--- src/rtl/imm_gen_pkg.sv ---
// Shared constants for the decode-stage immediate generator: instruction
// field widths and positions, plus the opcode values that carry (or do not
// carry) an immediate.
package imm_gen_pkg;

    localparam int INSTR_WIDTH  = 16;
    localparam int OPCODE_WIDTH = 6;
    localparam int IMM_WIDTH    = 10;
    localparam int DATA_WIDTH   = 16;

    // Field positions inside the instruction word
    localparam int OPC_LSB = 0;
    localparam int IMM_LSB = 6;
    localparam int IMM_MSB = 15;

    // Opcodes, for documentation and stimulus; the generator itself is opcode-agnostic
    localparam logic [OPCODE_WIDTH-1:0] OPC_PUSH = 6'h02;
    localparam logic [OPCODE_WIDTH-1:0] OPC_ADD  = 6'h07;
    localparam logic [OPCODE_WIDTH-1:0] OPC_JNZ  = 6'h13;
    localparam logic [OPCODE_WIDTH-1:0] OPC_JUMP = 6'h0E;

endpackage : imm_gen_pkg

--- src/rtl/imm_generator_sign_extender.sv ---
// sign_extender: purely combinational two's-complement widening from
// IN_WIDTH to OUT_WIDTH by replicating the input MSB.
module sign_extender #(
    parameter int IN_WIDTH  = 10,
    parameter int OUT_WIDTH = 16
) (
    input  logic [IN_WIDTH-1:0]  i_data,
    output logic [OUT_WIDTH-1:0] o_data
);

    generate
        if (OUT_WIDTH < IN_WIDTH) begin : g_bad_width
            $error("sign_extender: OUT_WIDTH must be >= IN_WIDTH");
        end else if (OUT_WIDTH == IN_WIDTH) begin : g_pass
            // Nothing to extend; a zero-count replication would be illegal
            assign o_data = i_data;
        end else begin : g_extend
            assign o_data = {{(OUT_WIDTH-IN_WIDTH){i_data[IN_WIDTH-1]}}, i_data};
        end
    endgenerate

endmodule : sign_extender

--- src/rtl/imm_generator.sv ---
// imm_generator: splits a stack-CPU instruction into opcode and immediate,
// sign-extends the immediate to the datapath width and registers it once.
// Optional build macro IMMGEN_HOLD_EN adds an in_enable stall input; when it
// is undefined the register loads every cycle.
module imm_generator
    import imm_gen_pkg::*;
#(
    parameter int P_INSTR_WIDTH  = INSTR_WIDTH,
    parameter int P_OPCODE_WIDTH = OPCODE_WIDTH,
    parameter int P_IMM_WIDTH    = IMM_WIDTH,
    parameter int P_DATA_WIDTH   = DATA_WIDTH
) (
    input  logic                     in_clk,
    input  logic                     in_rst,
`ifdef IMMGEN_HOLD_EN
    input  logic                     in_enable,
`endif
    input  logic [P_INSTR_WIDTH-1:0] in_instruction,
    output logic [P_DATA_WIDTH-1:0]  ot_immediate_output
);

    // The opcode and immediate fields must tile the instruction word exactly
    generate
        if (P_INSTR_WIDTH != P_OPCODE_WIDTH + P_IMM_WIDTH) begin : g_bad_split
            $error("imm_generator: INSTR_WIDTH must equal OPCODE_WIDTH + IMM_WIDTH");
        end
    endgenerate

    logic [P_OPCODE_WIDTH-1:0] w_unused_opcode;
    logic [P_IMM_WIDTH-1:0]    w_imm;
    logic [P_DATA_WIDTH-1:0]   w_imm_ext;
    logic [P_DATA_WIDTH-1:0]   r_imm;

    // Opcode is split off only for readability; downstream consumers decide
    // whether the immediate means anything for the current instruction.
    assign w_unused_opcode = in_instruction[P_OPCODE_WIDTH-1:0];
    assign w_imm           = in_instruction[P_INSTR_WIDTH-1:P_OPCODE_WIDTH];

    sign_extender #(
        .IN_WIDTH  (P_IMM_WIDTH),
        .OUT_WIDTH (P_DATA_WIDTH)
    ) u_sign_extender (
        .i_data (w_imm),
        .o_data (w_imm_ext)
    );

    // Output register: async clear, otherwise capture the extended immediate
    always_ff @(posedge in_clk or negedge in_rst) begin
        if (!in_rst) begin
            r_imm <= {P_DATA_WIDTH{1'b0}};
        end else begin
`ifdef IMMGEN_HOLD_EN
            if (in_enable) begin
                r_imm <= w_imm_ext;
            end else begin
                r_imm <= r_imm;
            end
`else
            r_imm <= w_imm_ext;
`endif
        end
    end

    assign ot_immediate_output = r_imm;

endmodule : imm_generator

--- config.mk ---
export PLATFORM = sky130hd
export DESIGN_NAME = imm_generator
export DESIGN_NICKNAME = d
export VERILOG_FILES = /design/src/rtl/imm_gen_pkg.sv /design/src/rtl/imm_generator_sign_extender.sv /design/src/rtl/imm_generator.sv
export SDC_FILE = /design/constraint.sdc
export NUM_CORES = 1
export LEC_CHECK = 0
export BUFFER_PORTS_ARGS = -buffer_cell sky130_fd_sc_hd__buf_2
export CAP_MARGIN = 40
export CORE_UTILIZATION = 39
export DETAILED_ROUTE_END_ITERATION = 6
export GPL_TIMING_DRIVEN = 0
export PLACE_DENSITY = 0.75
export SLEW_MARGIN = 20
export SYNTH_ARGS = -nofsm -noshare
export SYNTH_HDL_FRONTEND = slang
export SYNTH_HIERARCHICAL = 1
export SYNTH_SLANG_ARGS = --single-unit
--- constraint.sdc ---
create_clock -name in_clk -period 0.8 [get_ports in_clk]
set_clock_uncertainty 0.15 [all_clocks]
set_input_delay 0.04 -clock in_clk [delete_from_list [all_inputs] [get_ports in_clk]]
set_output_delay 0.04 -clock in_clk [all_outputs]
set_load 0.005 [all_outputs]
# [Yosys cells after proc, flatten, opt, wreduce, memory -nomap -nowiden]
# Index checks and enable logic that the tools add are counted.
[totals] inputBits=18 ff_bits=10 wordCells=1

# [Longest topological paths before layout]
[depth] ltp_word=0 depth_mapped=1 mapped_depth_nobuf=0

# [Modules after synthesis]
# The synthesis kept the hierarchy.
[by_module_without_submodules] module="imm_generator" cells_each=16 area_each_um2=400.4 n_inst=1
[by_module_without_submodules] module="sign_extender" cells_each=16 area_each_um2=120.1 n_inst=1

# [Least setup slack after synthesis]
# Ideal clock, no wire load.
[synth_timing] path_kind="reg2out" startpoint="register r_imm[0] (netlist: ot_immediate_output[0])" endpoint="output port ot_immediate_output[0]" setup_slack_ns=0.261 stages_incl_launch_ff=1 n_path_buf=0 t_arrival_ns=0.349 t_required_ns=0.610 path_cell_list="dfrtp_1"
[synth_rtl] item="start, declared" line="imm_generator.sv:32" rtl="logic [P_DATA_WIDTH-1:0] r_imm;"
[synth_rtl] item="start signal, assigned" line="imm_generator.sv:50" rtl="r_imm <= {P_DATA_WIDTH{1'b0}};"
[synth_rtl] item="start signal, assigned" line="imm_generator.sv:59" rtl="r_imm <= w_imm_ext;"
[synth_rtl] item="end, declared" line="imm_generator.sv:19" rtl="output logic [P_DATA_WIDTH-1:0] ot_immediate_output"
# No word-level cell between the ends.

# [Final worst setup path]
[layout_timing] startpoint="register r_imm[2] (netlist: ot_immediate_output[2])" endpoint="output port ot_immediate_output[2]"
# No word-level cell between the ends.

==> run_results.csv <==
group,metric,value,unit
status,outcome,"finished with violations",
status,violations,"negative setup slack",
worst_setup_path,path_cells,"buf_2",
global_route,grtUsageMet1,11.0,%
cells_and_area,area.sequential,400,sq um
floorplan,die_x,38.5,um
cts,root_buffer,"clkbuf_4",
cells_and_area,syn_to_final_growth,45.7,%
worst_setup_path,path_max_fanout,1,
timing,rsz0062_at_grt,"true",
global_route,gr-usage-met2,26.7,%
cells_and_area,drive_gt1_share,57.1,%
yosys,netlist_area,520,sq um
timing,setup_violations,16,
global_route,grt-ovfl-total,0,
placement,io_buffers,17,
worst_setup_path,crit_cells,1,
timing,drv_slew,0,
worst_setup_path,worst_path_max_delay_cell,"dfrtp_1",
placement,postPlaceCellArea,623,sq um
timing,finalHoldViolCount,0,
global_route,antenna_found_initial,0,
global_route,grt-busiest-layer,"met2",
floorplan,dieArea,1480,sq um
worst_setup_path,worstPathArrival,760,ps
worst_setup_path,crit_path_start_kind,"flip-flop",
global_route,grt_pass1_wl,1.24,mm
cts,tritoncts,"yes",
timing,fin_crit_sh,119,%
cells_and_area,multi_input_cells,0,
yosys,synth_top_cell_by_area,"dfrtp_1",
cts,clk_pin_slew_worst_paths,80,ps
floorplan,num_rows,12,
pwr,ir_drop,0.00104,V
global_route,grtUsageTotal,13.7,%
yosys,synth-edff-count,0,
cts,cts_inserted_buffers,3,
timing,slew-limit-headroom,77.6,%
detailed_routing,vias,309,
placement,place.gp.congestion,0.663,
floorplan,start_util,44.4,%
worst_setup_path,max_stage_delay,380,ps
floorplan,io_pins,34,
floorplan,die_h,38.5,um
pwr,power.leakage,0.399,nW
detailed_routing,drc,0,
yosys,synthArstFlopShare,100,%
worst_setup_path,critPathBufInv,1,
worst_setup_path,crit_path_end_kind,"output pin",
cells_and_area,fillCellCount,99,
worst_setup_path,worst_path_dominant_cell_family,"flip-flops",
detailed_routing,wl,811,um
cts,cts_setup_buffers,0,
yosys,ys_seq_area_share,76.9,%
yosys,syn_nets,50,
hold_path,hold_path.class,"primary input to asynchronous set/reset pin",
worst_setup_path,cp.required,610,ps
global_route,grt_pass1_vias,309,
run,drv_cap,0,
pwr,p_per_area,1850,nW/um^2
detailed_routing,dr.pass1.iters,4,
detailed_routing,post_drt_wl_per_cell,10.5,um
yosys,synth_top_area_share,76.9,%
global_route,grt_max_degree,17,
cts,cts_num_sinks,16,
timing,fmax,1.05,GHz
timing,min_period,953,ps
yosys,netlist_top_cells_area,"dfrtp_1, buf_4",
cells_and_area,nNetsFinal,83,
yosys,netlist_top_cells_count,"buf_4, dfrtp_1",
global_route,met3_usage,5.23,%
timing,setup_ws,-153,ps
floorplan,coreArea,1170,sq um
yosys,synthFlopType,"dfrtp_1",
cells_and_area,multi_input_area,0,sq um
placement,placedCellCount,63,
cells_and_area,design_area,758,sq um
worst_setup_path,path_class,"flip-flop to output pin",
yosys,synth.distinct_cells,2,
cells_and_area,n_antenna_cell,0,
detailed_routing,via_per_inst,4.01,
cts,ctsHtreeMaxLevel,1,
yosys,syn_area_per_cell,16.3,sq um
cells_and_area,largest_reg_flops,16,
cts,cts_buffer_depth,2,
detailed_routing,ant_nets,0,
timing,tns,-2190,ps
timing,worstMarginPinSlew,337,ps
yosys,yosysWarnings,6,
cells_and_area,final_cells,77,
detailed_routing,initialDrtViolationCount,3,
yosys,synth-seq-cells,16,
yosys,syn_inst,32,
==> cell type report <==
type,count,share of cell area [%]
plain buffers,16,15.8
well taps,14,2.31
repair buffers,28,26.1
clock buffers,3,2.97
flip-flops and latches,16,52.8
==> final timing paths <==
kind | startpoint | endpoint | slack [ps]
max in group asynchronous | in_rst | ot_immediate_output[4]$_DFF_PN0_ | 210
min | in_rst | ot_immediate_output[5]$_DFF_PN0_ | 50
min in group in_clk | in_instruction[15] | ot_immediate_output[14]$_DFF_PN0_ | 90
max | ot_immediate_output[2]$_DFF_PN0_ | ot_immediate_output[2] | -150
==> metal layers <==
metal | up-vias | wire length [um] | part of all wire, %
met4 | 0 | 17 | 2.1
met3 | 2 | 36 | 4.4
met2 | 14 | 496 | 61
li1 | 145 | - | -
met5 | - | 0 | 0
met1 | 148 | 260 | 32
==> power by group <==
part           internal [mW]  switching [mW]  total, mW
sequential             0.848         0.00911      0.857
combinational          0.112          0.0552      0.167
clock                  0.174           0.204      0.377
==> kinds of logic (layout without fill, tap and decap cells) <==
family | after synthesis | after routing | synth area share (%)
DFF | 16 | 16 | 76.9
buffers and inverters | 16 | 47 | 23.1
==> what timing repair did <==
item                                   CTS  global route
setup endpoints to repair               16            23
hold buffers                            11             0
gates cloned                             0             0
gates resized for setup                  0             1
endpoints found under the hold margin   32             0
==> metrics by stage <==
step	hold slack, ps	setup slack [ps]	util [%]	power (mW)
after CTS	48.8	-164	64.5	1.42
final	45.8	-153	64.7	1.40
after detailed placement	-189	136	53.2	0.998
after global routing	85.2	-191	64.7	1.48
after global placement	-196	147	53.2	0.991
after floorplan	-406	261	-	0.936
==> layout by cell type (no fill, tap or decap) <==
cell type and count:
dfrtp_1 16, buf_2 17, dlygate4sd3_1 10, clkbuf_4 3, buf_4 16, dlymetal6s4s_1 1
No activity file was read; power rests on OpenSTA's default activity.
